File: src/rtl/pc_pkg.sv
// Shared state encoding and default constants for the fetch-stage PC generator.
package pc_pkg;

  typedef enum logic [1:0] {
    BOOT = 2'd0,
    RUN  = 2'd1,
    HALT = 2'd2
  } pc_state_e;

  localparam logic [31:0] DEF_RESET_VEC = 32'h0000_2000;
  localparam int unsigned DEF_STEP      = 4;
  localparam int unsigned DEF_BOOT_CYC  = 2;
  localparam int unsigned DEF_CNT_W     = 16;

endpackage

File: src/rtl/pc_gen_if.sv
// Fetch request channel from the PC generator to instruction memory (valid/ready).
interface pc_gen_if #(
  parameter int unsigned XLEN = 32
);
  logic            req_valid;
  logic            req_ready;
  logic [XLEN-1:0] req_addr;

  modport master (output req_valid, output req_addr, input req_ready);
  modport slave  (input req_valid, input req_addr, output req_ready);
endinterface

File: src/rtl/pc_incr.sv
// Combinational PC successor: pc + STEP, wrapping modulo 2^XLEN.
module pc_incr #(
  parameter int unsigned XLEN = 32,
  parameter int unsigned STEP = 4
) (
  input  logic [XLEN-1:0] pc_i,
  output logic [XLEN-1:0] pc_next_o
);
  assign pc_next_o = pc_i + XLEN'(STEP);
endmodule

File: src/rtl/pc_gen.sv
// Fetch PC generator: redirect visible one cycle later, fire advances by STEP next cycle; stall or
// !req_ready holds the PC. Optional PC_ALIGN_CHECK_EN traps misaligned redirects into HALT.
module pc_gen
  import pc_pkg::*;
#(
  parameter int unsigned     XLEN      = 32,
  parameter int unsigned     STEP      = DEF_STEP,
  parameter logic [XLEN-1:0] RESET_VEC = XLEN'(DEF_RESET_VEC),
  parameter int unsigned     BOOT_CYC  = DEF_BOOT_CYC,
  parameter int unsigned     CNT_W     = DEF_CNT_W
) (
  input  logic             clk,
  input  logic             rst_n,
  input  logic             stall,
  input  logic             redirect,
  input  logic [XLEN-1:0]  redirect_pc,
  input  logic             halt,
  input  logic             resume,
  pc_gen_if.master         req,
  output logic [XLEN-1:0]  pc_next,
  output logic [CNT_W-1:0] fetch_cnt,
  output logic             halted,
  output logic             misalign
);

  localparam int unsigned     BOOT_W    = (BOOT_CYC < 2) ? 1 : $clog2(BOOT_CYC);
  localparam logic [BOOT_W-1:0] BOOT_LAST = BOOT_W'(BOOT_CYC - 1);

  pc_state_e         state_q, state_d;
  logic [XLEN-1:0]   pc_q, pc_d, pc_inc;
  logic [BOOT_W-1:0] boot_q, boot_d;
  logic [CNT_W-1:0]  cnt_q, cnt_d;
  logic              fire;
  logic              bad_redirect;

  pc_incr #(
    .XLEN (XLEN),
    .STEP (STEP)
  ) u_incr (
    .pc_i      (pc_q),
    .pc_next_o (pc_inc)
  );

`ifdef PC_ALIGN_CHECK_EN
  localparam logic [XLEN-1:0] ALIGN_MASK = XLEN'(STEP - 1);
  logic mis_q;

  assign bad_redirect = redirect && |(redirect_pc & ALIGN_MASK);

  always_ff @(posedge clk or negedge rst_n) begin
    if (!rst_n) begin
      mis_q <= 1'b0;
    end else if (bad_redirect) begin
      mis_q <= 1'b1;
    end
  end

  assign misalign = mis_q;
`else
  assign bad_redirect = 1'b0;
  assign misalign     = 1'b0;
`endif

  assign req.req_valid = (state_q == RUN) && !stall;
  assign req.req_addr  = pc_q;
  assign fire          = req.req_valid && req.req_ready;

  assign pc_next   = pc_inc;
  assign fetch_cnt = cnt_q;
  assign halted    = (state_q == HALT);

  always_comb begin
    state_d = state_q;
    boot_d  = boot_q;
    pc_d    = pc_q;
    cnt_d   = cnt_q;

    // Counting is independent of redirect: a request firing in the redirect cycle still counts.
    if (fire && (cnt_q != '1)) begin
      cnt_d = cnt_q + 1'b1;
    end

    if (bad_redirect) begin
      pc_d    = RESET_VEC;
      state_d = HALT;
    end else begin
      if (redirect) begin
        pc_d = redirect_pc;
      end else if (fire) begin
        pc_d = pc_inc;
      end

      unique case (state_q)
        BOOT: begin
          if (boot_q == BOOT_LAST) begin
            state_d = RUN;
          end else begin
            boot_d = boot_q + 1'b1;
          end
        end
        RUN: begin
          if (halt && !redirect) begin
            state_d = HALT;
          end
        end
        HALT: begin
          if (resume || redirect) begin
            state_d = RUN;
          end
        end
        default: state_d = BOOT;
      endcase
    end
  end

  always_ff @(posedge clk or negedge rst_n) begin
    if (!rst_n) begin
      state_q <= BOOT;
      boot_q  <= '0;
      pc_q    <= RESET_VEC;
      cnt_q   <= '0;
    end else begin
      state_q <= state_d;
      boot_q  <= boot_d;
      pc_q    <= pc_d;
      cnt_q   <= cnt_d;
    end
  end

endmodule

File: src/flat_wrapper.sv
// flat-port wrapper written by rule: the top's interface ports become plain ports
module pc_gen_flat import pc_pkg::*;
#(
  parameter int unsigned     XLEN      = 32,
  parameter int unsigned     STEP      = DEF_STEP,
  parameter logic [XLEN-1:0] RESET_VEC = XLEN'(DEF_RESET_VEC),
  parameter int unsigned     BOOT_CYC  = DEF_BOOT_CYC,
  parameter int unsigned     CNT_W     = DEF_CNT_W
)
  (clk, rst_n, stall, redirect, redirect_pc, halt, resume, pc_next, fetch_cnt, halted, misalign, req_req_valid, req_req_addr, req_req_ready);
  pc_gen_if #(.XLEN(XLEN)) req_i ();
  input  logic clk;
  input  logic rst_n;
  input  logic stall;
  input  logic redirect;
  input  logic [XLEN-1:0] redirect_pc;
  input  logic halt;
  input  logic resume;
  output logic [XLEN-1:0] pc_next;
  output logic [CNT_W-1:0] fetch_cnt;
  output logic halted;
  output logic misalign;
  output wire logic [$bits(req_i.req_valid)-1:0] req_req_valid;
  output wire logic [$bits(req_i.req_addr)-1:0] req_req_addr;
  input wire logic [$bits(req_i.req_ready)-1:0] req_req_ready;
  assign req_req_valid = req_i.req_valid;
  assign req_req_addr = req_i.req_addr;
  assign req_i.req_ready = req_req_ready;
  pc_gen #(.XLEN(XLEN), .STEP(STEP), .RESET_VEC(RESET_VEC), .BOOT_CYC(BOOT_CYC), .CNT_W(CNT_W)) u_core (.clk(clk), .rst_n(rst_n), .stall(stall), .redirect(redirect), .redirect_pc(redirect_pc), .halt(halt), .resume(resume), .req(req_i), .pc_next(pc_next), .fetch_cnt(fetch_cnt), .halted(halted), .misalign(misalign));
endmodule
File: config.mk
export PLATFORM = sky130hd
export DESIGN_NAME = pc_gen_flat
export DESIGN_NICKNAME = d
export VERILOG_FILES = /design/src/rtl/pc_pkg.sv /design/src/rtl/pc_gen_if.sv /design/src/rtl/pc_incr.sv /design/src/rtl/pc_gen.sv /design/src/flat_wrapper.sv
export SDC_FILE = /design/constraint.sdc
export NUM_CORES = 1
export LEC_CHECK = 0
export CAP_MARGIN = 20
export CORE_MARGIN = 2
export CORE_UTILIZATION = 35
export DETAILED_ROUTE_END_ITERATION = 6
export PLACE_DENSITY = 0.67
export SYNTH_ARGS = -nofsm -noshare
export SYNTH_HDL_FRONTEND = slang
export SYNTH_HIERARCHICAL = 1
export SYNTH_SLANG_ARGS = --single-unit
File: constraint.sdc
create_clock -name clk -period 2.7 [get_ports clk]
set_clock_uncertainty 0.2 [all_clocks]
set_input_delay 0.405 -clock clk [delete_from_list [all_inputs] [get_ports clk]]
set_output_delay 0.405 -clock clk [all_outputs]
set_load 0.01 [all_outputs]
==> impl_metrics.toml, run 1 <==
[synthesis]
synth_edf_count = 0
synth_cells = 307
synthTopCellsByArea = "dfrtp_1 (42%), mux2i_1 (10%), xor2_1 (6.5%)"
yosys.area.top_type = "dfrtp_1"
ys.flop_type = "dfrtp_1"
ys_top_cells_by_count = "dfrtp_1 (50), nand2_1 (46), mux2i_1 (31), o21ai_0 (31), xor2_1 (22)"
synth.most_common_cell = "dfrtp_1"
synth.distinct_cells = 37
synth_top_area_share_pct = 42.1
synth_nets = 348
ys_seq_elements = 51
netlist_area_mm2 = 0.00297
yosysSeqAreaShare_pct = 43.0
synthArstFlopShare_pct = 100
syn_area_per_cell_um2 = 9.68
ys_warn_count = 6

[sta]
slew-limit-headroom_pct = 56.9
tightest_slew_ns = 0.647
rsz0062_at_grt = "true"
slew_viol_final = 0
period_needed_ns = 2.59
fmax_ghz = 0.386
hold_viol = 5
fin_crit_sh_pct = 96.0
worst_hold_slack_ns = -0.00499
setup_viol = 0

[global_route]
grt_first_pass_wirelength_um = 12700
grt_usage_pct = 17.5
grt_overflow = 0
grt_max_degree = 52
antenna_found_initial = 0
first_global_vias = 2623

[die]
num_rows = 33
die_area_mm2 = 0.00925
pin_count = 122
die_w_um = 96.2
die_y_um = 96.2
core_area_mm2 = 0.00822
start_util_pct = 36.2

[clock_network]
root_buffer = "clkbuf_8"
hold_buffers = 0
htree_levels = 2
path_clk_slew_ns = 0.10
clockBufferDepth = 2
clk_latency_ns = 0.31
cts_sinks = 51
cts_tree = "yes"
cts_made_buffers = 5

[cells_and_area]
layout-drive-gt1-share_pct = 18.5
area_growth_syn_to_layout_pct = 55.7
fill_cells = 769
antennaDiodeCount = 0
nets = 489

[setup_path]
worst_path_largest_cell_delay_ns = 0.38
crit_end = "pc_next[15]"
worstSetupStartpoint = "u_core/req.req_addr[3]$_DFFE_PN0P_"
r2r_start = "u_core/req.req_addr[8]$_DFFE_PN0P_"
cp-end-kind = "output pin"
crit_slowest_cell = "dfrtp_1"
cp-start-kind = "flop"
rrSetupSlack_ns = 0.53
reg2regPathDepth = 7
path_class = "flop to output pin"
crit_chain = "nand4_1, buf_4, or2_4, nor3_2, xor2_1, dlygate4sd2_1"
required_ns = 2.10
critPathArrivalTime_ns = 1.99
r2r-end = "u_core/req.req_addr[30]$_DFFE_PN0P_"
cp_max_fo = 4

[status]
violations = "negative hold slack"
outcome = "finished, violations left"

[detailed_routing]
routedWlPerCell_um = 15.0
wirelength_um = 8290
drt_iter0_markers = 94
antenna_left = 0
viasPerCell = 5.02
post-route-drc-count = 0
dr.pass1.iters = 4
dr_total_vias = 2780

[pwr]
leakage_nw = 2.17
power_density_mw_per_mm2 = 479
power_w = 0.00222
max-vdd-ir-drop_v = 0.000242

[hold_path]
hp-class = "input pin to async pin"

[run]
drv_cap = 0

[placement]
place.detailed.hpwl_um = 5950
gp_congestion = 0.815
io_buffer_count = 120
[per-stage QoR]
stage / util [%] / setup WS (ns) / setup TNS [ns] / cell area [um2] / std cells
finish: 56.3 / 0.108 / 0 / 4630 / 554
global route: 56.3 / -0.0315 / -0.0607 / 4630 / 554
CTS: 55.9 / 0.00213 / 0 / 4590 / 553
detailed placement: 54.4 / 0.0381 / 0 / 4470 / 543
global placement: 54.4 / 0.0800 / 0 / 4470 / 543
floorplan: - / 0.349 / 0 / 2970 / 307
[routing by layer]
layer	track usage, %	vias to the layer above	wire length, um
met5	0	-	0
met4	4.17	0	41
met3	4.07	2	420
met2	29.3	67	4180
met1	23.0	1362	3650
li1	-	1349	-
[worst min path at each step]
stage | from | to | slack, ns | depth (start not counted)
after floorplan | rst_n | u_core/boot_q$_DFFE_PN0N_ | -0.09 | 0
after global placement | u_core/boot_q$_DFFE_PN0N_ | u_core/boot_q$_DFFE_PN0N_ | 0.26 | 1
after detailed placement | u_core/boot_q$_DFFE_PN0N_ | u_core/boot_q$_DFFE_PN0N_ | 0.27 | 1
after CTS | rst_n | u_core/fetch_cnt[1]$_DFFE_PN0P_ | 0.02 | 2
after global routing | rst_n | u_core/fetch_cnt[1]$_DFFE_PN0P_ | 0.05 | 2
final | rst_n | u_core/fetch_cnt[0]$_DFFE_PN0P_ | -0.005 | 2
[layout make-up]
type                    count  area (um2)  share of cell area (%)
inverters                   3        11.3                   0.243
repair buffers            150        1380                    29.9
well taps                 105         131                    2.84
clock inverters             3        25.0                   0.541
multi-input cells         237        1730                    37.4
clock buffers               5        68.8                    1.49
flip-flops and latches     51        1280                    27.6
[report_power, final]
| part | switching (W) | internal, W |
|---|---|---|
| clock network | 0.000268 | 0.000186 |
| registers | 0.000114 | 0.000856 |
| logic | 0.000349 | 0.000444 |
[cell usage in the layout, fill, tap and decap left out, types with 2 or more instances in the layout]
cell type | netlist | layout
and4_1 | 2 | 2
or2_2 | 4 | 3
buf_6 | 0 | 2
dlygate4sd2_1 | 0 | 11
nor4_4 | 2 | 2
nor3_2 | 2 | 5
xnor2_1 | 21 | 14
nor3_1 | 6 | 3
a21oi_1 | 2 | 2
ha_1 | 2 | 2
nor2_1 | 12 | 12
nor4b_1 | 3 | 3
clkdlybuf4s50_1 | 0 | 92
xnor2_2 | 0 | 7
clkinv_4 | 0 | 2
o21ai_0 | 31 | 31
clkbuf_2 | 0 | 8
buf_4 | 3 | 26
dfrtp_1 | 50 | 50
mux2_2 | 3 | 3
nor4_1 | 4 | 3
o21bai_1 | 2 | 2
clkdlybuf4s15_1 | 0 | 3
buf_12 | 0 | 2
clkbuf_8 | 0 | 5
nand4_1 | 13 | 13
nor3b_1 | 2 | 2
buf_2 | 5 | 5
inv_1 | 3 | 3
and3_1 | 2 | 2
mux2i_1 | 31 | 31
nand3_1 | 15 | 13
nand3_2 | 1 | 2
xor2_1 | 22 | 21
nand2_1 | 46 | 46
[registers in the layout (all words and copies together), names as in the netlist]
signal / count
u_core/req.req_addr: 32
u_core/fetch_cnt: 16
u_core/boot_q: 1
u_core/state_q: 2
[timing repair]
item	4_1_cts	5_1_grt
pin swaps	5	9
gates resized for setup	42	30
hold endpoints to repair	0	0
setup endpoints to repair	26	19
buffers inserted	2	1
[cells by family (layout without fill, tap and decap cells)]
family / after synthesis / count (layout) / synth area share, %
compound gates: 36 / 36 / 6.36
xor+xnor: 43 / 43 / 12.7
fa+ha+maj: 2 / 2 / 0.842
buf+inv: 19 / 161 / 2.99
flops: 51 / 51 / 43.0
mux: 34 / 34 / 11.6
other cells: 1 / 1 / 0.126
simple gates: 121 / 121 / 22.5
[worst max-delay path: cells and delay by family (launching register included)]
kind / cells / cell delay (ns)
DFF: 1 / 0.38
xor gates and xnor gates: 1 / 0.22
buffers and inverters: 2 / 0.47
and+or+nand+nor: 3 / 0.61
Power figures use the tool's default switching activity.
==> run 2: changes to the inputs <==
- MAX_ROUTING_LAYER: default -> met4
==> impl_metrics.toml, run 2 (synthesized netlist as in run 1, its figures left out) <==
[pwr]
power_density_mw_per_mm2 = 479
leakage_nw = 2.17
max-vdd-ir-drop_v = 0.000242
power_w = 0.00222

[placement]
placed_area_mm2 = 0.00447
gp_congestion = 0.827
place.detailed.hpwl_um = 5950
io_buffer_count = 120

[sta]
setup_viol = 0
rsz0062_at_grt = "true"
fmax_ghz = 0.388
hold_viol = 4
finalSetupTns_ns = 0
period_needed_ns = 2.58
tightest_slew_ns = 0.657
fin_crit_sh_pct = 95.5
worst_hold_slack_ns = -0.00344
slew_viol_final = 0
slew-limit-headroom_pct = 56.2

[status]
violations = "negative hold slack"
outcome = "finished, violations left"

[clock_network]
cts_tree = "yes"
clockBufferDepth = 2
cts_made_buffers = 5
hold_buffers = 0
root_buffer = "clkbuf_8"
path_clk_slew_ns = 0.10
cts_sinks = 51
htree_levels = 2
clk_latency_ns = 0.30

[global_route]
grt_max_degree = 52
first_global_vias = 2625
antenna_found_initial = 0
grt_first_pass_wirelength_um = 12700
grt_overflow = 0
grt_usage_pct = 18.1

[setup_path]
r2r_start = "u_core/req.req_addr[8]$_DFFE_PN0P_"
cp-start-kind = "flop"
worst_path_largest_cell_delay_ns = 0.38
crit_slowest_cell = "dfrtp_1"
cp-end-kind = "output pin"
worstSetupStartpoint = "u_core/req.req_addr[3]$_DFFE_PN0P_"
rrSetupSlack_ns = 0.53
crit_end = "pc_next[15]"
reg2regPathDepth = 7
path_class = "flop to output pin"
crit_chain = "nand4_1, buf_4, or2_4, nor3_2, xor2_1, dlygate4sd2_1"
cp_max_fo = 4
r2r-end = "u_core/req.req_addr[30]$_DFFE_PN0P_"
required_ns = 2.10
critPathArrivalTime_ns = 1.97

[die]
die_w_um = 96.2
die_y_um = 96.2
die_area_mm2 = 0.00925
core_area_mm2 = 0.00822
pin_count = 122
num_rows = 33
start_util_pct = 36.2

[run]
drv_cap = 0

[cells_and_area]
fin_util_pct = 56.3
nets = 489
layout_commonest_cell = "clkdlybuf4s50_1"
antennaDiodeCount = 0
final_cell_mix = "clkdlybuf4s50_1 (92), dfrtp_1 (50), nand2_1 (46), mux2i_1 (31), o21ai_0 (31)"
layout-drive-gt1-share_pct = 18.5
fin_area_mm2 = 0.00463
largest_reg_flops = 32
area_growth_syn_to_layout_pct = 55.7

[detailed_routing]
antenna_left = 0
drt_iter0_markers = 82
wirelength_um = 8300
dr_total_vias = 2790
routedWlPerCell_um = 15.0
dr.pass1.iters = 4
post-route-drc-count = 0
viasPerCell = 5.04

[hold_path]
hp-class = "input pin to async pin"
[run 2: final cells by class]
class	instances	area, um2
Multi-Input combinational cell	237	1730
Sequential cell	51	1280
Timing Repair Buffer	150	1380
Clock inverter	3	25.0
Inverter	3	11.3
Clock buffer	5	68.8
Fill cell	769	3590
Tap cell	105	131
[run 2: how the worst min path moves through the flow]
| stage | slack [ns] | end | startpoint |
|---|---|---|---|
| 5_1_grt | 0.05 | u_core/fetch_cnt[1]$_DFFE_PN0P_ | rst_n |
| 4_1_cts | 0.02 | u_core/fetch_cnt[1]$_DFFE_PN0P_ | rst_n |
| 6_report | -0.003 | u_core/fetch_cnt[0]$_DFFE_PN0P_ | rst_n |
| 2_1_floorplan | -0.09 | u_core/boot_q$_DFFE_PN0N_ | rst_n |
| 3_5_place_dp | 0.27 | u_core/boot_q$_DFFE_PN0N_ | u_core/boot_q$_DFFE_PN0N_ |
| 3_3_place_gp | 0.26 | u_core/boot_q$_DFFE_PN0N_ | u_core/boot_q$_DFFE_PN0N_ |
[run 2: worst max-delay path: cells and delay by family, from the launching register on]
kind                      cells  cell delay (ns)
xor gates and xnor gates      1             0.22
buffers and inverters         2             0.46
and+or+nand+nor               3             0.60
DFF                           1             0.38
[run 2: power by group]
group / internal (W) / switching (W)
Clock: 0.000186 / 0.000267
Sequential: 0.000856 / 0.000114
Combinational: 0.000444 / 0.000349
Total: 0.00149 / 0.000730
[run 2: metal layers]
| layer | vias to the layer above | share of wire (%) | routed length [um] | global-route usage (%) |
|---|---|---|---|---|
| met1 | 1366 | 44 | 3680 | 23.1 |
| met5 | - | 0 | 0 | - |
| met4 | 0 | 0.49 | 41 | 4.17 |
| met2 | 69 | 50 | 4180 | 29.3 |
| li1 | 1351 | - | - | - |
| met3 | 4 | 4.8 | 402 | 3.92 |
[run 2: stage by stage]
step / hold WS, ns / instances / setup slack, ns
after floorplan: -0.0906 / 307 / 0.349
after global placement: 0.263 / 543 / 0.0800
after detailed placement: 0.272 / 543 / 0.0381
after CTS: 0.0242 / 553 / 0.00213
after global routing: 0.0508 / 554 / -0.0315
final: -0.00344 / 554 / 0.120
[run 2: what timing repair did]
item / 4_1_cts / 5_1_grt
endpoints found under the setup margin: 26 / 19
setup buffers: 2 / 1
resized for setup: 42 / 30
pin swaps: 5 / 9
